## config.mk

```make
export PLATFORM = sky130hd
export DESIGN_NAME = clk_gate_ctrl
export DESIGN_NICKNAME = d
export VERILOG_FILES = /design/src/rtl/clk_gate_ctrl.sv
export SDC_FILE = /design/constraint.sdc
export NUM_CORES = 1
export LEC_CHECK = 0
export ABC_AREA = 1
export BUFFER_PORTS_ARGS = -buffer_cell sky130_fd_sc_hd__buf_2
export CORE_UTILIZATION = 35
export DETAILED_ROUTE_END_ITERATION = 7
export SLEW_MARGIN = 15
export SYNTH_ARGS = -nofsm -noshare
export SYNTH_HDL_FRONTEND = slang
export SYNTH_SLANG_ARGS = --single-unit
export TNS_END_PERCENT = 20
```

## constraint.sdc

```tcl
create_clock -name clk_in -period 1.6 [get_ports clk_in]
set_input_delay 0.48 -clock clk_in [delete_from_list [all_inputs] [get_ports clk_in]]
set_output_delay 0.48 -clock clk_in [all_outputs]
set_load 0.02 [all_outputs]
```

## src/rtl/clk_gate_ctrl.sv

```systemverilog
// =============================================================================
// clk_gate_ctrl
// -----------------------------------------------------------------------------
// Drives the enable pin of the shared clock buffer/gate for a gated clock
// domain, and grants NUM_REQ requesters access to that clock.
//
// The block wakes the buffer up, then waits a settle delay before it grants
// anyone. While requests are present it grants every active requester at
// once. Once requests stop, it keeps the clock running for an idle grace
// period before it gates the buffer off. A new request during that grace
// period is granted immediately, without a new settle delay.
//
// Optional build macro:
//   CLK_GATE_STATS_EN - adds the wake_count output, a saturating count of
//                       OFF->WAKE transitions. When undefined, the port and
//                       the counter are absent and the rest is unchanged.
//
// Parameters:
//   NUM_REQ      number of requesters
//   WAKE_CYCLES  edges clk_en is high before the first ack (>= 1)
//   IDLE_CYCLES  edges with no request before clk_en drops (>= 1)
//   CNT_W        width of wake_count (stats build only)
//
// Ports:
//   clk_in      in   1        free-running source clock
//   rst_n       in   1        asynchronous active-low reset
//   req         in   NUM_REQ  level request per requester
//   force_on    in   1        hold the gated clock on; never acked
//   ack         out  NUM_REQ  registered grant; gated clock running while high
//   clk_en      out  1        registered enable to the clock buffer/gate
//   busy        out  1        registered; high whenever the FSM is not OFF
//   wake_count  out  CNT_W    OFF->WAKE transition count (stats build only)
// =============================================================================
module clk_gate_ctrl #(
    parameter int NUM_REQ     = 4,
    parameter int WAKE_CYCLES = 2,
    parameter int IDLE_CYCLES = 8,
    parameter int CNT_W       = 16
) (
    input  logic               clk_in,
    input  logic               rst_n,
    input  logic [NUM_REQ-1:0] req,
    input  logic               force_on,
    output logic [NUM_REQ-1:0] ack,
    output logic               clk_en,
    output logic               busy
`ifdef CLK_GATE_STATS_EN
    ,
    output logic [CNT_W-1:0]   wake_count
`endif
);

    // One down-counter serves both the settle delay and the idle timeout, so
    // it is sized for the larger of the two.
    localparam int MAX_CYCLES = (WAKE_CYCLES > IDLE_CYCLES) ? WAKE_CYCLES : IDLE_CYCLES;
    localparam int CNT_BITS   = $clog2(MAX_CYCLES) + 1;

    localparam logic [CNT_BITS-1:0] WAKE_LOAD = CNT_BITS'(WAKE_CYCLES - 1);
    localparam logic [CNT_BITS-1:0] IDLE_LOAD = CNT_BITS'(IDLE_CYCLES - 1);

    // -------------------------------------------------------------------------
    // Elaboration-time parameter sanity
    // -------------------------------------------------------------------------
    generate
        if (NUM_REQ < 1 || WAKE_CYCLES < 1 || IDLE_CYCLES < 1 || CNT_W < 1) begin : g_bad_params
            $error("clk_gate_ctrl: NUM_REQ, WAKE_CYCLES, IDLE_CYCLES and CNT_W must all be >= 1");
        end
    endgenerate

    // -------------------------------------------------------------------------
    // State and registers
    // -------------------------------------------------------------------------
    typedef enum logic [1:0] {
        S_OFF  = 2'd0,
        S_WAKE = 2'd1,
        S_ON   = 2'd2,
        S_IDLE = 2'd3
    } state_t;

    state_t              r_state;
    state_t              w_state_next;
    logic [CNT_BITS-1:0] r_cnt;
    logic [CNT_BITS-1:0] w_cnt_next;
    logic [NUM_REQ-1:0]  r_ack;
    logic [NUM_REQ-1:0]  w_ack_next;
    logic                r_clk_en;
    logic                w_clk_en_next;
    logic                r_busy;
    logic                w_busy_next;

    // w_grant marks edges on which the FSM is (or lands) in ON; only then may
    // the ack register pick up the current requests.
    logic                w_grant;
    logic                w_any;
    logic                w_cnt_zero;

    assign w_any      = (|req) | force_on;
    assign w_cnt_zero = (r_cnt == '0);

    // Each grant bit simply follows its own request while granting is allowed.
    // Requesters are independent; none of them waits on another.
    generate
        for (genvar gi = 0; gi < NUM_REQ; gi++) begin : g_ack_next
            assign w_ack_next[gi] = req[gi] & w_grant;
        end
    endgenerate

    // -------------------------------------------------------------------------
    // State register
    // -------------------------------------------------------------------------
    always_ff @(posedge clk_in or negedge rst_n) begin
        if (!rst_n) begin
            r_state  <= S_OFF;
            r_cnt    <= '0;
            r_ack    <= '0;
            r_clk_en <= 1'b0;
            r_busy   <= 1'b0;
        end else begin
            r_state  <= w_state_next;
            r_cnt    <= w_cnt_next;
            r_ack    <= w_ack_next;
            r_clk_en <= w_clk_en_next;
            r_busy   <= w_busy_next;
        end
    end

    // -------------------------------------------------------------------------
    // Next-state and next-output logic
    // -------------------------------------------------------------------------
    always_comb begin
        w_state_next  = r_state;
        w_cnt_next    = r_cnt;
        w_clk_en_next = r_clk_en;
        w_busy_next   = r_busy;
        w_grant       = 1'b0;

        unique case (r_state)
            S_OFF: begin
                if (w_any) begin
                    w_state_next  = S_WAKE;
                    w_clk_en_next = 1'b1;
                    w_busy_next   = 1'b1;
                    w_cnt_next    = WAKE_LOAD;
                end
            end

            // The settle delay always runs to completion: the buffer has
            // already been enabled, so a request that vanishes meanwhile
            // does not cut the wake short.
            S_WAKE: begin
                if (!w_cnt_zero) begin
                    w_cnt_next = r_cnt - 1'b1;
                end else begin
                    w_state_next = S_ON;
                    w_grant      = 1'b1;
                end
            end

            // Acks are dropped on the same edge as IDLE entry, so clk_en can
            // only fall later, with every ack already low.
            S_ON: begin
                if (w_any) begin
                    w_grant = 1'b1;
                end else begin
                    w_state_next = S_IDLE;
                    w_cnt_next   = IDLE_LOAD;
                end
            end

            // The clock is still running here, so a returning request is
            // granted at once with no settle penalty.
            S_IDLE: begin
                if (w_any) begin
                    w_state_next = S_ON;
                    w_grant      = 1'b1;
                end else if (!w_cnt_zero) begin
                    w_cnt_next = r_cnt - 1'b1;
                end else begin
                    w_state_next  = S_OFF;
                    w_clk_en_next = 1'b0;
                    w_busy_next   = 1'b0;
                end
            end

            default: begin
                w_state_next  = S_OFF;
                w_cnt_next    = '0;
                w_clk_en_next = 1'b0;
                w_busy_next   = 1'b0;
            end
        endcase
    end

    assign ack    = r_ack;
    assign clk_en = r_clk_en;
    assign busy   = r_busy;

    // -------------------------------------------------------------------------
    // Optional wake statistics
    // -------------------------------------------------------------------------
`ifdef CLK_GATE_STATS_EN
    logic             w_wake_evt;
    logic [CNT_W-1:0] r_wake_count;

    assign w_wake_evt = (r_state == S_OFF) && w_any;

    // Saturates instead of wrapping so a long-running count stays a valid
    // lower bound.
    always_ff @(posedge clk_in or negedge rst_n) begin
        if (!rst_n) begin
            r_wake_count <= '0;
        end else if (w_wake_evt && (r_wake_count != '1)) begin
            r_wake_count <= r_wake_count + 1'b1;
        end
    end

    assign wake_count = r_wake_count;
`endif

endmodule

```

Word-level counts from Yosys, hierarchy flattened
Index checks and enable logic that the tools add are counted.
- $add $sub $neg: 1
- equal/unequal tests: 9
- muxes and demuxes: 18
- bitwise operators: 5
- reduce and logical (&&, ||, !) cells: 8
- operators by type and width (operator ; count):
    2-to-1 mux 4 bit ; 4
    case mux 4 bit (4 select lines) ; 1
    2-to-1 mux 2 bit ; 5
    != test 2 bit, second input constant ; 5
    case mux 2 bit (4 select lines) ; 1
    AND reduction 4 bit ; 2
    2-to-1 mux 1 bit ; 5
    AND 1 bit ; 4
    == test 2 bit, second input constant ; 2
    zero test 4 bit ; 1
    case mux 1 bit (2 select lines) ; 2
    OR reduction 4 bit ; 1
    subtractor 4 x 1 -> 4 bit, second input constant ; 1
    != test 3 bit, second input constant ; 1
    AND reduction 3 bit ; 1
    == test 2 x 1 -> 1 bit, second input constant ; 1
    zero test 2 bit ; 1
    nonzero test 2 bit ; 1
    OR reduction 2 bit ; 1
    bitwise OR 1 bit ; 1
- bits in registers: 11
- bits of input ports: 7
- output and inout port bits: 6
- word-level logic and storage cells: 45

Logic depth before layout (Yosys ltp)
Gate-level depths: netlist of the first run.
- word-level depth: 5
- depth in mapped cells: 8
- gate-level depth less buffers: 8

Worst setup path after synthesis of the first run
No wires, ideal clock.
- kind: register to register
- start: register r_cnt[0]
- end: register r_ack[3], in the netlist ack[3]
- arrival: 1186 ps
- path slack: 345 ps
- stages on the path, launching flop included: 8
- path buffers: 0
- path through: dfrtp_1 -> inv_1 -> ha_1 -> nand2_2 -> nor2_4 -> inv_2 -> o21a_4 -> nor2_2
- longest elaborated chain between the ends: 4
- ends and longest elaborated chain (item ; RTL line ; source):
    start: declaration ; 82 ; logic [CNT_BITS-1:0] r_cnt;
    start signal: assignment ; 120 ; r_cnt <= w_cnt_next;
    zero test 4 bit ; 98 ; assign w_cnt_zero = (r_cnt == '0);
    2-to-1 mux 1 bit ; 151 ; if (!w_cnt_zero) begin
    case mux 1 bit (2 select lines) ; 137 ; unique case (r_state)
    AND 1 bit ; 104 ; assign w_ack_next[gi] = req[gi] & w_grant;
    via w_ack_next[3] ; 85 ; logic [NUM_REQ-1:0] w_ack_next;
    end signal: assignment ; 121 ; r_ack <= w_ack_next;
    end: declaration ; 84 ; logic [NUM_REQ-1:0] r_ack;
The timed path passes the listed nets, and every way through them passes these cells.
A chain may end at the register's enable or synchronous reset.

Final worst setup path of the first run
Same ends and word-level chain as after synthesis.

==> summary.txt, run 1 <==
Global route
  • GRT overflow: 0
  • Pin count of the biggest net entering global routing: 12
  • First-pass GRT wire length: approximately 1700 µm
  • Antenna violations before repair: 0
  • Vias in the first global route: about 400
  • GRT Overall Usage: 0.136

Clocking
  • Resized cells post-CTS: 0
  • H-tree Lvls: 1
  • CTS Sinks: 11
  • CTS clk-pin slew, worst paths: ~0.070 ns
  • Hold_buf cts: 0
  • Latest clock arrival within the worst-skew pair: ~0.27 ns
  • Max clock buf depth: 2
  • CTS tree: yes
  • Root Buffer: clkbuf_4
  • CTS Buf Count: 3
  • Post-CTS setup buffers: 0

Worst setup path
  • R2R Path End: ack[3]$_DFF_PN0_
  • Worst setup SP type: flop
  • CP Capture Type: flop
  • Arrival time worst endpoint: 1.58 ns
  • R2R Setup Slk: about 0.23 ns
  • Worst r2r src: r_cnt[0]$_DFFE_PN0P_
  • Worst Path Required: 1.80 ns
  • Critical path class: reg -> reg
  • FF-to-FF path depth: 7
  • CP Max Fanout: 5

Power and ir drop
  • Pleak: 0.351 nW
  • Sw Share: 0.281
  • Design Power: 618 µW
  • Pwr dens: a little over 900 mW/mm²
  • Peak supply drop: approximately 0.00072 V
  • Sequential share of power: 0.522
  • Pint: 444 µW
  • Combinational power share: 0.181
  • Sw Pwr: approximately 170 µW
  • Clock power frac: 0.297

STA
  • Final number of hold-violating endpoints: 0
  • Final setup vio count: 0
  • Slew headroom: 0.832
  • RSZ-0062 raised after global routing: false
  • WHS: ~0.069 ns
  • F_max: 0.728 GHz
  • Least-Margin Pin Slew: ~0.25 ns
  • Skew final: around 0.0036 ns
  • Period utilization: 0.858
  • Max Slew Vio Count: 0
  • Minimum clock period: between 1 and 1.5 ns
  • Sum Neg Setup Slack: 0 ns

Detailed routing
  • DR DRC count: 0
  • WL final: 988 µm
  • 1st-iter DRT viols: 1
  • Via density: roughly 4.6
  • Pre-antenna DRT Iters: 3
  • Post-DR wirelength/cell: 9.98 µm
  • Met3 Wirelength: between 40 and 50 µm
  • Metal2 WL: approximately 440 µm
  • Highest metal used: met4
  • Routed Antenna Nets: 0
  • M1 wire length: between 400 and 500 µm
  • Routed via count: between 400 and 500

Cells and area
  • Commonest non-fill, non-tap cell in the layout: nand2_1
  • Nets: slightly above 90
  • Final Non-Filler Cells: just under 100
  • Layout area overhead: 17.1%
  • Design area: approximately 680 µm²
  • Fill count: around 160
  • Layout cells sized above 1: 0.337
  • Most frequent cells in the layout: nand2_1, buf_2, inv_1, dfrtp_1, nor2_1
  • Ant diodes: 0

Place
  • IO Port Bufs: 12
  • Post-Place Cells: 95
  • GP Congestion: 0.806
  • Placed Area: between 600 and 700 µm²
  • HPWL after detailed placement: between 700 and 800 µm

Flow run
  • # Max-Cap Violations: 0

Die
  • Initial core utilization: 0.380
  • Num rows: 14
  • Die width: between 40 and 50 µm
  • Die ar.: ~0.0018 mm²
  • Die Height: 42.7 µm
  • Core area: 0.00152 mm²
  • I/O pin count: 13

Synthesis
  • Post-synth top area share: 0.475
  • Mapped Cells: around 70
  • Yosys top cell by area: dfrtp_1
  • Syn Area/Cell: around 8.5 µm²
  • Area of the mapped netlist: ~580 µm²
  • Synth area leaders: dfrtp_1, nand2_1, inv_1, nor2_2, nand3_1
  • Net count of the mapped netlist: between 70 and 80
  • Sequential cell area fraction in the yosys report: 0.475
  • Yosys reg bits: 11
  • Synth unique cells: 19
  • YS warnings: 0

Worst hold path
  • Min-Delay Path Class: in -> async

Outcome
  • Status: completed
[cells by family (layout without fill, tap and decap cells)]
group	after synthesis	after routing	share of synthesized area
buf+inv	13	28	0.0907
xor+xnor	1	1	0.0151
fa+ha+maj	1	1	0.0216
simple gates	35	35	0.313
compound gates	7	7	0.0842
flops	11	11	0.475
[synth_stat cells (all sizes together)]
cell    n
nand2  17
nor2   10
ha      1
nand4   3
a21oi   2
dfrtp  11
buf     1
xor2    1
nand3   5
o21ai   4
inv    12
o21a    1
[power groups by stage]
stage / clock network (mW) / logic [mW] / registers, mW
floorplan: 0 / 0.0745 / 0.331
global placement: 0 / 0.111 / 0.329
detailed placement: 0 / 0.114 / 0.328
CTS: 0.191 / 0.114 / 0.323
global route: 0.205 / 0.126 / 0.326
finish: 0.184 / 0.112 / 0.323
[worst max-delay path by stage]
stage / startpoint / slack (ns) / cells after the start / endpoint
3_5_place_dp: req[0] / 0.18 / 7 / r_cnt[2]$_DFFE_PN0P_
5_1_grt: r_cnt[0]$_DFFE_PN0P_ / 0.13 / 7 / ack[3]$_DFF_PN0_
4_1_cts: r_cnt[0]$_DFFE_PN0P_ / 0.22 / 7 / ack[0]$_DFF_PN0_
2_1_floorplan: r_cnt[0]$_DFFE_PN0P_ / 0.35 / 7 / ack[3]$_DFF_PN0_
6_report: r_cnt[0]$_DFFE_PN0P_ / 0.23 / 7 / ack[3]$_DFF_PN0_
3_3_place_gp: req[0] / 0.21 / 7 / r_cnt[2]$_DFFE_PN0P_
[stage by stage]
| step | setup slack (ns) | util |
|---|---|---|
| floorplan | 0.345 | - |
| global placement | 0.215 | 0.428 |
| global route | 0.133 | 0.445 |
| detailed placement | 0.182 | 0.428 |
| finish | 0.227 | 0.445 |
| CTS | 0.224 | 0.445 |
[cell type report]
class | instances | area (µm²) | area share
clock buffers | 4 | 26.3 | 0.0387
inverters | 12 | 45.0 | 0.0664
multi-input cells | 44 | 251 | 0.371
flip-flops and latches | 11 | 275 | 0.406
well taps | 16 | 20.0 | 0.0295
repair buffers | 12 | 60.1 | 0.0886
[flip-flops by register name, indices dropped and copies added (netlist names)]
name,flops
r_state,2
ack,4
busy,1
r_cnt,4
[worst max-delay path: stages, from the launching register on]
cell	delay (ns)
dfrtp_1	0.39
inv_1	0.10
ha_1	0.20
nand2_2	0.08
nor2_4	0.14
inv_2	0.08
o21a_4	0.23
nor2_2	0.08
[layer usage]
metal,up-vias,global-route usage
li1,246,-
met4,0,0.0563
met2,9,0.194
met3,2,0.0766
met1,202,0.167
met5,-,0
(Power assumes the default switching activity.)
==> run 2, diff against run 1 <==
Settings changed: CTS_CLUSTER_DIAMETER set to 80, SETUP_SLACK_MARGIN set to 0.3.
==> summary.txt, run 2 (synthesis gave the netlist of run 1 again) <==
Outcome
  • Status: completed

Clocking
  • Root Buffer: clkbuf_4
  • H-tree Lvls: 1 (unchanged)
  • Latest clock arrival within the worst-skew pair: 0.27 ns (about the same)
  • CTS Buf Count: 3 (unchanged)
  • CTS clk-pin slew, worst paths: 0.06 ns (about the same)
  • CTS Sinks: 11 (unchanged)
  • Max clock buf depth: 2 (unchanged)
  • CTS tree: yes

STA
  • Period utilization: 0.801 (-0.0568)
  • Skew final: 0.00335 ns (-0.000222 ns)
  • Final setup vio count: 0 (unchanged)
  • Final number of hold-violating endpoints: 0 (unchanged)
  • F_max: 0.780 GHz (+7.1%)
  • RSZ-0062 raised after global routing: true
  • Max Slew Vio Count: 0 (unchanged)
  • Minimum clock period: 1.28 ns (-0.0908 ns)
  • Slew headroom: 0.831 (about the same)
  • Least-Margin Pin Slew: 0.253 ns (+0.000357 ns)
  • Sum Neg Setup Slack: 0 ns (unchanged)

Worst setup path
  • Family with the most delay on the worst path: flip-flops
  • CP Capture Type: output port
  • Largest stage delay on the critical path: 0.38 ns (about the same)
  • CP max-delay cell: dfrtp_1
  • WP buf/inv: 1 (-1)
  • Critical path class: reg -> out
  • Cells along the critical path: buf_2
  • CP Max Fanout: 3 (-2)
  • Arrival time worst endpoint: 0.80 ns (-0.78 ns)
  • Worst Path Required: 1.12 ns (-0.68 ns)
  • Worst setup SP type: flop

Cells and area
  • Layout cells sized above 1: 0.402 (+0.0649)
  • Most frequent cells in the layout: nand2_1, buf_2, dfrtp_1
  • Layout area overhead: 24.4%
  • Commonest non-fill, non-tap cell in the layout: nand2_1
  • Final Non-Filler Cells: 103 (+4.0%)
  • Nets: 96 (+4.3%)
  • Ant diodes: 0 (unchanged)

Place
  • GP Congestion: 0.806 (unchanged)
  • Post-Place Cells: 95 (unchanged)
  • IO Port Bufs: 12 (unchanged)
  • HPWL after detailed placement: 791 µm (unchanged)

Die
  • Die width: 42.7 µm (unchanged)
  • Core area: 0.00152 mm² (unchanged)
  • Die Height: 42.7 µm (unchanged)
  • Num rows: 14 (unchanged)
  • Initial core utilization: 0.380 (unchanged)
  • I/O pin count: 13 (unchanged)
  • Die ar.: 0.00182 mm² (unchanged)

Power and ir drop
  • Pwr dens: 904 mW/mm² (-0.75%)
  • Peak supply drop: 0.000718 V (+0.28%)
  • Pleak: 0.369 nW (+5.1%)

Detailed routing
  • Post-DR wirelength/cell: 10.1 µm (+1.5%)
  • 1st-iter DRT viols: 5 (+4)
  • Pre-antenna DRT Iters: 2 (-1)
  • Routed via count: 488 (+6.3%)
  • DR DRC count: 0 (unchanged)
  • WL final: 1040 µm (+5.6%)
  • Routed Antenna Nets: 0 (unchanged)
  • Via density: 4.74 (+2.2%)

Global route
  • GRT overflow: 0 (unchanged)
  • Pin count of the biggest net entering global routing: 12 (unchanged)
  • GRT Overall Usage: 0.137 (+0.000888)
  • First-pass GRT wire length: 1760 µm (+1.2%)
  • Antenna violations before repair: 0 (unchanged)
  • Vias in the first global route: 416 (+2.5%)

Worst hold path
  • Min-Delay Path Class: in -> async

Flow run
  • # Max-Cap Violations: 0 (unchanged)
-- run 2: cell count changes in the layout (fill, tap and decap cells not counted) --
cell,before,now
buf_4,0,4
ha_1,1,0
ha_4,0,1
inv_1,11,9
inv_2,1,3
-- run 2: power breakdown --
part | internal [mW] | switching, mW | leakage, nW | total [mW]
combinational | 0.0671 | 0.0765 | 0.226 | 0.144
sequential | 0.303 | 0.0227 | 0.128 | 0.326
clock | 0.0965 | 0.0861 | 0.0150 | 0.183
-- run 2: cell type report --
class	instances	area (µm²)
repair buffers	16	90.1
multi-input cells	44	264
fillers	154	803
flip-flops and latches	11	275
clock buffers	4	26.3
well taps	16	20.0
inverters	12	45.0
-- run 2: layer usage --
layer,track usage,vias up,share of wire
met3,0.0766,2,0.042
li1,-,257,-
met1,0.162,220,0.49
met4,0.0563,0,0.012
met2,0.203,9,0.46
met5,0,-,0
-- run 2: what timing repair did --
action                                  in CTS  in global routing
pin swaps                                    1                  1
hold buffers                                 0                  0
buffers inserted                             1                  3
endpoints found under the setup margin       8                 12
hold endpoints to repair                     0                  0
gates resized for setup                      2                  2
cloned                                       0                  0
-- run 2: stage by stage --
| stage | setup WS (ns) | util | total power [mW] | instance area [µm²] | hold slack (ns) |
|---|---|---|---|---|---|
| 4_1_cts | 0.283 | 0.452 | 0.633 | 688 | 0.0734 |
| 5_1_grt | 0.272 | 0.473 | 0.695 | 721 | 0.0758 |
| 3_3_place_gp | 0.215 | 0.428 | 0.440 | 652 | 0.355 |
| 2_1_floorplan | 0.345 | - | 0.406 | 579 | 0.184 |
| 6_report | 0.318 | 0.473 | 0.652 | 721 | 0.0706 |
| 3_5_place_dp | 0.182 | 0.428 | 0.442 | 652 | 0.365 |
-- run 2: path summary, 6_finish.rpt --
check	from	endpoint	slack [ns]	depth (start not counted)
setup / recovery	busy$_DFFE_PN0P_	clk_en	0.32	1
hold reg to reg	r_cnt[0]$_DFFE_PN0P_	r_cnt[0]$_DFFE_PN0P_	0.52	2
min in group clk_in	req[2]	ack[2]$_DFF_PN0_	0.44	3
hold / removal	rst_n	ack[2]$_DFF_PN0_	0.07	1
max in group asynchronous	rst_n	r_state[1]$_DFFE_PN0P_	1.32	1
setup reg to reg	r_cnt[0]$_DFFE_PN0P_	ack[0]$_DFF_PN0_	0.34	7
